==> config.mk <==
export PLATFORM = sky130hd
export DESIGN_NAME = tff_mod_counter
export DESIGN_NICKNAME = d
export VERILOG_FILES = /design/src/rtl/tff_pkg.sv /design/src/rtl/tff_cell.sv /design/src/rtl/tff_mod_counter.sv
export SDC_FILE = /design/constraint.sdc
export NUM_CORES = 1
export LEC_CHECK = 0
export BUFFER_PORTS_ARGS = -buffer_cell sky130_fd_sc_hd__buf_2
export CORE_MARGIN = 1
export CORE_UTILIZATION = 35
export CTS_CLUSTER_SIZE = 16
export DETAILED_ROUTE_END_ITERATION = 12
export GPL_TIMING_DRIVEN = 0
export HOLD_SLACK_MARGIN = 0.03
export PLACE_DENSITY = 0.63
export SLEW_MARGIN = 10
export SYNTH_ARGS = -nofsm -noshare
export SYNTH_HDL_FRONTEND = slang
export SYNTH_SLANG_ARGS = --single-unit
==> constraint.sdc <==
create_clock -name clk -period 2.15 [get_ports clk]
set_input_delay 0.215 -clock clk [delete_from_list [all_inputs] [get_ports clk]]
set_output_delay 0.215 -clock clk [all_outputs]
set_load 0.01 [all_outputs]
==> src/rtl/tff_pkg.sv <==
// Shared constants and parameter legality check for the T-flip-flop modulo counter.
package tff_pkg;

    localparam int   RST_VAL = 0;
    localparam logic DIR_UP  = 1'b1;
    localparam logic DIR_DN  = 1'b0;

    typedef enum logic [1:0] {
        OP_HOLD = 2'd0,
        OP_CLR  = 2'd1,
        OP_LOAD = 2'd2,
        OP_CNT  = 2'd3
    } tff_op_e;

    function automatic bit tff_params_ok(input int w, input int m);
        return (w >= 1) && (w <= 16) && (m >= 2) && (m <= (1 << w));
    endfunction

endpackage

==> src/rtl/tff_cell.sv <==
// Single-bit T flip-flop: async clear to 0, toggles on each rising edge with t=1.
module tff_cell (
    input  logic clk,
    input  logic rst_n,
    input  logic t,
    output logic q
);

    logic r_q;

    always_ff @(posedge clk or negedge rst_n) begin
        if (!rst_n)
            r_q <= 1'b0;
        else if (t)
            r_q <= ~r_q;
    end

    assign q = r_q;

endmodule

==> src/rtl/tff_mod_counter.sv <==
// Modulo-N up/down counter built from a bank of T flip-flops.
// Define TFF_COUNTER_SAT_EN for saturating mode (no wrap, wrap output tied low).
module tff_mod_counter
    import tff_pkg::*;
#(
    parameter int WIDTH   = 4,
    parameter int MODULUS = 10
) (
    input  logic             clk,
    input  logic             rst_n,
    input  logic             en,
    input  logic             up,
    input  logic             clr,
    input  logic             load,
    input  logic [WIDTH-1:0] load_val,
    output logic [WIDTH-1:0] q,
    output logic             tc,
    output logic             wrap
);

    if (!tff_params_ok(WIDTH, MODULUS)) begin : g_bad_params
        $error("tff_mod_counter: illegal WIDTH/MODULUS combination");
    end

    localparam logic [WIDTH-1:0] QMAX  = WIDTH'(MODULUS - 1);
    localparam logic [WIDTH-1:0] QZERO = WIDTH'(RST_VAL);

    tff_op_e          w_op;
    logic [WIDTH-1:0] w_q;
    logic [WIDTH-1:0] w_next;
    logic [WIDTH-1:0] w_toggle;
    logic             w_wrap_nxt;

    always_comb begin
        if (clr)
            w_op = OP_CLR;
        else if (load)
            w_op = OP_LOAD;
        else if (en)
            w_op = OP_CNT;
        else
            w_op = OP_HOLD;
    end

    // Out-of-range q (fault only) is treated as the top value on an up count.
    always_comb begin
        w_next     = w_q;
        w_wrap_nxt = 1'b0;
        case (w_op)
            OP_CLR:  w_next = QZERO;
            OP_LOAD: w_next = (load_val > QMAX) ? QMAX : load_val;
            OP_CNT: begin
                if (up == DIR_UP) begin
                    if (w_q >= QMAX) begin
`ifdef TFF_COUNTER_SAT_EN
                        w_next = QMAX;
`else
                        w_next     = QZERO;
                        w_wrap_nxt = 1'b1;
`endif
                    end else begin
                        w_next = w_q + 1'b1;
                    end
                end else begin
                    if (w_q == QZERO) begin
`ifdef TFF_COUNTER_SAT_EN
                        w_next = QZERO;
`else
                        w_next     = QMAX;
                        w_wrap_nxt = 1'b1;
`endif
                    end else begin
                        w_next = w_q - 1'b1;
                    end
                end
            end
            default: w_next = w_q;
        endcase
    end

    assign w_toggle = w_q ^ w_next;

    for (genvar i = 0; i < WIDTH; i++) begin : g_bit
        tff_cell u_cell (
            .clk   (clk),
            .rst_n (rst_n),
            .t     (w_toggle[i]),
            .q     (w_q[i])
        );
    end

`ifdef TFF_COUNTER_SAT_EN
    assign wrap = 1'b0;
`else
    logic r_wrap;

    always_ff @(posedge clk or negedge rst_n) begin
        if (!rst_n)
            r_wrap <= 1'b0;
        else
            r_wrap <= w_wrap_nxt;
    end

    assign wrap = r_wrap;
`endif

    assign q  = w_q;
    assign tc = en & ((up == DIR_UP) ? (w_q == QMAX) : (w_q == QZERO));

endmodule
==> out/qor.yml, run 1 <==
run_status:
  status: "completed"
setup_path:
  path_class: "reg2out"
  crit_path_cell_trace: "inv_1 -> ha_1 -> nor3b_1 -> a31oi_1 -> nor3b_1 -> buf_2"
  r2r_start: "g_bit[0].u_cell.q"
  worst-path-max-fanout: 7
  r2r_slack_ns: 0.33
  arrival_ns: 1.71
  start_kind: "flop"
  critPathRequiredTime_ns: 1.93
  critPathMaxStageDelay_ns: 0.45
  cp_common_cell: "nor3b_1"
  crit_slowest_cell: "dfrtp_1"
  timing.rr.end: "g_bit[3].u_cell.q"
  path_buf_inv: 2
  rr_worst_depth: 6
  critPathTopFamily: "flip-flops"
  cp-end-kind: "primary output"
final_layout:
  fin_cells: 101
  utilization: 0.492
  final-seq-area_um2: 125
  antenna_cells: 0
  multi_input_area_um2: 357
  fillers: 144
  nets: 101
  stdcell_area_um2: 681
  drive_gt1_frac: 0.337
  area_growth_pct: 23.6
global_routing:
  met1_usage: 0.223
  grt_pass1_vias: 493
  top_usage_layer: "met2"
  grt_pass1_wl_um: 2180
  antenna_found_initial: 0
  use_met3: 0.0522
  grt_max_degree: 11
  use_met2: 0.250
  grt-ovfl-total: 0
  grt_usage: 0.161
timing:
  hold_violations: 0
  rsz0062_at_grt: "no"
  slew_headroom: 0.671
  finalSetupTns_ns: 0
  worstMarginPinSlew_ns: 0.494
  maxSlewViolCount: 0
  period_needed_ns: 1.92
  max_freq_ghz: 0.520
  min_period_over_period: 0.895
  finalWorstSetupSlack_ns: 0.225
  clock_skew_ns: 0.00216
  setup_viol: 0
place:
  port_buffers: 15
  place_area_um2: 644
  placed_cells: 96
  finalWeightedCongestion: 0.816
  dp_slack_ns: 0.355
  dp_hpwl_um: 989
routing:
  via_per_inst: 5.47
  vias: 552
  ant_nets: 0
  dr.pass1.iters: 4
  wl_um: 1280
  wl_per_cell_um: 12.7
  drc: 0
  drtIter0Drc: 20
power_and_ir_drop:
  p_per_area_nw_per_um2: 530
  ir_worst_vdd_mv: 0.280
  clock_power_share: 0.312
  power.share.combinational: 0.384
  power_frac_seq: 0.304
  swShare: 0.342
  power.internal_uw: 238
  switching_power_uw: 123
  power.leakage_uw: 0.000318
logic_synthesis:
  netlist.area_leader.share: 0.227
  synth_nets: 80
  synthTopCellsByCount: "5 x a21oi_1, 5 x dfrtp_1, 5 x inv_1, 5 x nand2_1"
  ys_warn_count: 0
  synthFlopType: "dfrtp_1"
  synth_top_cells_by_area: "dfrtp_1 23%, ha_1 9.1%, buf_4 5.5%"
  netlist_instances: 66
  syn_area_um2: 551
  synth_top_cell_by_area: "dfrtp_1"
  synth_area_per_cell_um2: 8.34
  async_flop_share: 1.00
  yosys_register_bits: 5
  synth_cell_types: 32
  synth_edf_count: 0
  ys_seq_area_frac: 0.227
floorplanning:
  dieWidth_um: 41.7
  design.core.area_um2: 1380
  dieArea_um2: 1740
  die_h_um: 41.7
  num_io_pins: 16
  rows: 13
  start_util: 0.398
clock_network:
  clock_path_buffers: 2
  cts_hold_buf: 1
  cts.clk_slew.worst_paths_ns: 0.05
  ctsResizeCount: 0
  cts_root_buf: "clkbuf_4"
  cts_made_buffers: 3
  htreeDepth: 1
  cts_setup_buffers: 0
  clk_latency_ns: 0.25
  cts_tree: "built"
  clock_sinks: 5
hold_path:
  hp-start: "clr"
  hp-class: "in2reg"
  holdPathStages: 2
  min_to: "g_bit[3].u_cell.q"
run:
  cap_violations: 0
placed cells by master, fill, tap and decap left out, types with 2 or more instances in the layout:
cell type  synthesis  routed
inv_1              5       5
buf_2              1      16
a31oi_1            4       4
buf_4              4       4
a21oi_1            5       5
ha_1               4       4
nor2b_1            4       4
clkbuf_1           1       2
nor2_1             4       4
dfrtp_1            5       5
clkbuf_4           0       3
nor3b_1            3       3
nand2_1            5       5
o21ai_0            2       2
power by group through the flow:
stage	logic (µW)	clock network [µW]	registers [µW]
2_1_floorplan	96.3	0	109
3_3_place_gp	135	0	111
3_5_place_dp	135	0	111
4_1_cts	138	115	110
5_1_grt	153	126	111
6_report	138	113	110
logic make-up after synthesis:
group	after synthesis	synth area share
flops	5	0.227
simple gates	23	0.243
compound gates	22	0.314
buf+inv	12	0.125
fa+ha+maj	4	0.0909
sequential cells by signal, summed over array words and instances, names as in the netlist:
register        count
g_bit.u_cell.q      4
wrap                1
layer usage:
metal / share of wire / vias to the layer above
li1: - / 279
met1: 0.47 / 256
met2: 0.48 / 17
met3: 0.057 / 0
met4: 0 / 0
met5: 0 / -
final cells by class:
type	count	share of cell area
Timing Repair Buffer	16	0.125
Tap cell	15	0.0276
Multi-Input combinational cell	49	0.524
Inverter	5	0.0276
Buffer	7	0.0735
Clock buffer	4	0.0386
Sequential cell	5	0.184
worst max-delay path by stage:
stage,start,end,slack [ns],cells past startpoint
after global placement,g_bit[0].u_cell.q,g_bit[2].u_cell.q,0.35,6
after global routing,g_bit[0].u_cell.q,tc,0.02,6
after floorplan,g_bit[0].u_cell.q,g_bit[2].u_cell.q,0.54,6
after CTS,g_bit[0].u_cell.q,tc,0.22,6
final,g_bit[0].u_cell.q,tc,0.23,6
after detailed placement,g_bit[0].u_cell.q,g_bit[3].u_cell.q,0.35,6
through the flow:
stage               total power, µW  hold slack, ns
global placement                246          0.0296
floorplan                       206         -0.0806
global route                    390           0.241
finish                          361           0.236
detailed placement              247          0.0340
CTS                             363           0.227
Power figures use the tool's default switching activity.
==> inputs of run 2 (changes only) <==
Settings changed: BUFFER_PORTS_ARGS -buffer_cell sky130_fd_sc_hd__buf_2 to -buffer_cell sky130_fd_sc_hd__buf_4.
==> out/qor.yml, run 2 (synthesis results as in run 1) <==
place:
  dp_hpwl_um: 971  # was 989 µm
  dp_slack_ns: 0.349  # was 0.355 ns
  port_buffers: 15  # unchanged
  finalWeightedCongestion: 0.746  # was 0.816
  place_area_um2: 682  # was 644 µm²
timing:
  fin_hold_ws_ns: 0.181  # was 0.236 ns
  rsz0062_at_grt: "no"  # unchanged
  slew_headroom: 0.677  # was 0.671
  max_freq_ghz: 0.512  # was 0.520 GHz
  clock_skew_ns: 0.00792  # was 0.00216 ns
  finalWorstSetupSlack_ns: 0.199  # was 0.225 ns
  maxSlewViolCount: 0  # unchanged
  min_period_over_period: 0.908  # was 0.895
  setup_viol: 0  # unchanged
  worstMarginPinSlew_ns: 0.484  # was 0.494 ns
  period_needed_ns: 1.95  # was 1.92 ns
  hold_violations: 0  # unchanged
  finalSetupTns_ns: 0  # unchanged
floorplanning:
  num_io_pins: 16  # unchanged
  design.core.area_um2: 1380  # unchanged
  die_h_um: 41.7  # unchanged
  rows: 13  # unchanged
  dieWidth_um: 41.7  # unchanged
  dieArea_um2: 1740  # unchanged
  start_util: 0.398  # unchanged
final_layout:
  largest_reg_flops: 4  # unchanged
  final_cell_mix: "19 x buf_4, 5 x inv_1, 5 x a21oi_1, 5 x nand2_1, 5 x dfrtp_1"  # was 16 x buf_2, 5 x inv_1, 5 x a21oi_1, 5 x nand2_1, 5 x dfrtp_1
  nets: 101  # unchanged
  drive_gt1_frac: 0.337  # unchanged
  antenna_cells: 0  # unchanged
  layout_commonest_cell: "buf_4"  # was buf_2
  fillers: 127  # was 144
  stdcell_area_um2: 718  # was 681 µm²
  area_growth_pct: 30.5  # was 23.6%
global_routing:
  grt_pass1_wl_um: 2240  # was 2180 µm
  grt-ovfl-total: 0  # unchanged
  grt_pass1_vias: 505  # was 493
  grt_max_degree: 11  # unchanged
  grt_usage: 0.169  # was 0.161
  antenna_found_initial: 0  # unchanged
clock_network:
  cts_setup_buffers: 0  # unchanged
  clock_path_buffers: 2  # unchanged
  cts_made_buffers: 3  # unchanged
  cts_root_buf: "clkbuf_4"  # unchanged
  clk_latency_ns: 0.25  # about the same
  cts_hold_buf: 1  # unchanged
  cts.clk_slew.worst_paths_ns: 0.05  # about the same
  cts_tree: "built"  # unchanged
  clock_sinks: 5  # unchanged
  htreeDepth: 1  # unchanged
  ctsResizeCount: 0  # unchanged
routing:
  via_per_inst: 5.39  # was 5.47
  dr.pass1.iters: 4  # unchanged
  vias: 544  # was 552
  ant_nets: 0  # unchanged
  wl_um: 1280  # about the same
  wl_per_cell_um: 12.6  # was 12.7 µm
  drtIter0Drc: 22  # was 20
  drc: 0  # unchanged
power_and_ir_drop:
  power.leakage_uw: 0.000327  # was 0.000318 µW
  p_per_area_nw_per_um2: 518  # was 530 nW/µm²
  power_uw: 372  # was 361 µW
  ir_worst_vdd_mv: 0.188  # was 0.280 mV
run:
  cap_violations: 0  # unchanged
hold_path:
  holdPathStages: 2  # unchanged
  hp-start: "clr"  # unchanged
  min_to: "g_bit[3].u_cell.q"  # unchanged
  hp-class: "in2reg"  # unchanged
setup_path:
  r2r_slack_ns: 0.32  # was 0.33 ns
  worst-path-max-fanout: 7  # unchanged
  crit_path_cell_trace: "inv_1 -> ha_1 -> nor3b_1 -> a31oi_1 -> nor3b_1 -> buf_4"  # was inv_1 -> ha_1 -> nor3b_1 -> a31oi_1 -> nor3b_1 -> buf_2
  cp_common_cell: "nor3b_1"  # unchanged
  critPathRequiredTime_ns: 1.93  # about the same
  arrival_ns: 1.74  # was 1.71 ns
  path_class: "reg2out"  # unchanged
  crit_slowest_cell: "dfrtp_1"  # unchanged
  rr_worst_depth: 6  # unchanged
  critPathMaxStageDelay_ns: 0.45  # about the same
  cp-end-kind: "primary output"  # unchanged
  r2r_start: "g_bit[0].u_cell.q"  # unchanged
  timing.rr.end: "g_bit[2].u_cell.q"  # was g_bit[3].u_cell.q
  start_kind: "flop"  # unchanged
run_status:
  status: "completed"  # unchanged
run 2: cell counts in the layout (fill, tap and decap cells not counted):
No cell type changed its count.
run 2: critical path, delay by kind of cell, from the launching register on:
| kind | cells | cell delay, ns |
|---|---|---|
| DFF | 1 | 0.45 |
| and+or+nand+nor | 2 | 0.40 |
| buffers and inverters | 2 | 0.30 |
| adders and majority gates | 1 | 0.26 |
| AOI/OAI and AO/OA | 1 | 0.07 |
run 2: cell type report:
class                      count  area (µm²)  area share
multi-input combinational     49         357       0.497
sequential                     5         125       0.174
timing repair buffer          16         123       0.171
buffer                         7        50.0      0.0697
clock buffer                   4        26.3      0.0366
inverter                       5        18.8      0.0261
tap                           15        18.8      0.0261
run 2: routing by layer:
metal	GRT usage	wire, µm	part of all wire
met5	0	0	0
met4	0.0968	23	0.018
met3	0.0304	57	0.045
met2	0.250	574	0.45
met1	0.228	620	0.49
run 2: stage by stage:
stage / cells / utilization
floorplan: 66 / -
global placement: 96 / 0.493
detailed placement: 96 / 0.493
CTS: 101 / 0.519
global route: 101 / 0.519
finish: 101 / 0.519
run 2: power breakdown:
part           internal [µW]  switching [µW]
Sequential               102            8.24
Clock                   70.5            44.5
Combinational           74.8            72.6
run 2: worst max path at each step:
stage	cells past startpoint	start	slack, ns	endpoint
CTS	6	g_bit[0].u_cell.q	0.21	tc
finish	6	g_bit[0].u_cell.q	0.20	tc
detailed placement	6	g_bit[0].u_cell.q	0.35	g_bit[2].u_cell.q
global route	6	g_bit[0].u_cell.q	0.04	tc
global placement	6	g_bit[0].u_cell.q	0.33	g_bit[2].u_cell.q
floorplan	6	g_bit[0].u_cell.q	0.54	g_bit[2].u_cell.q
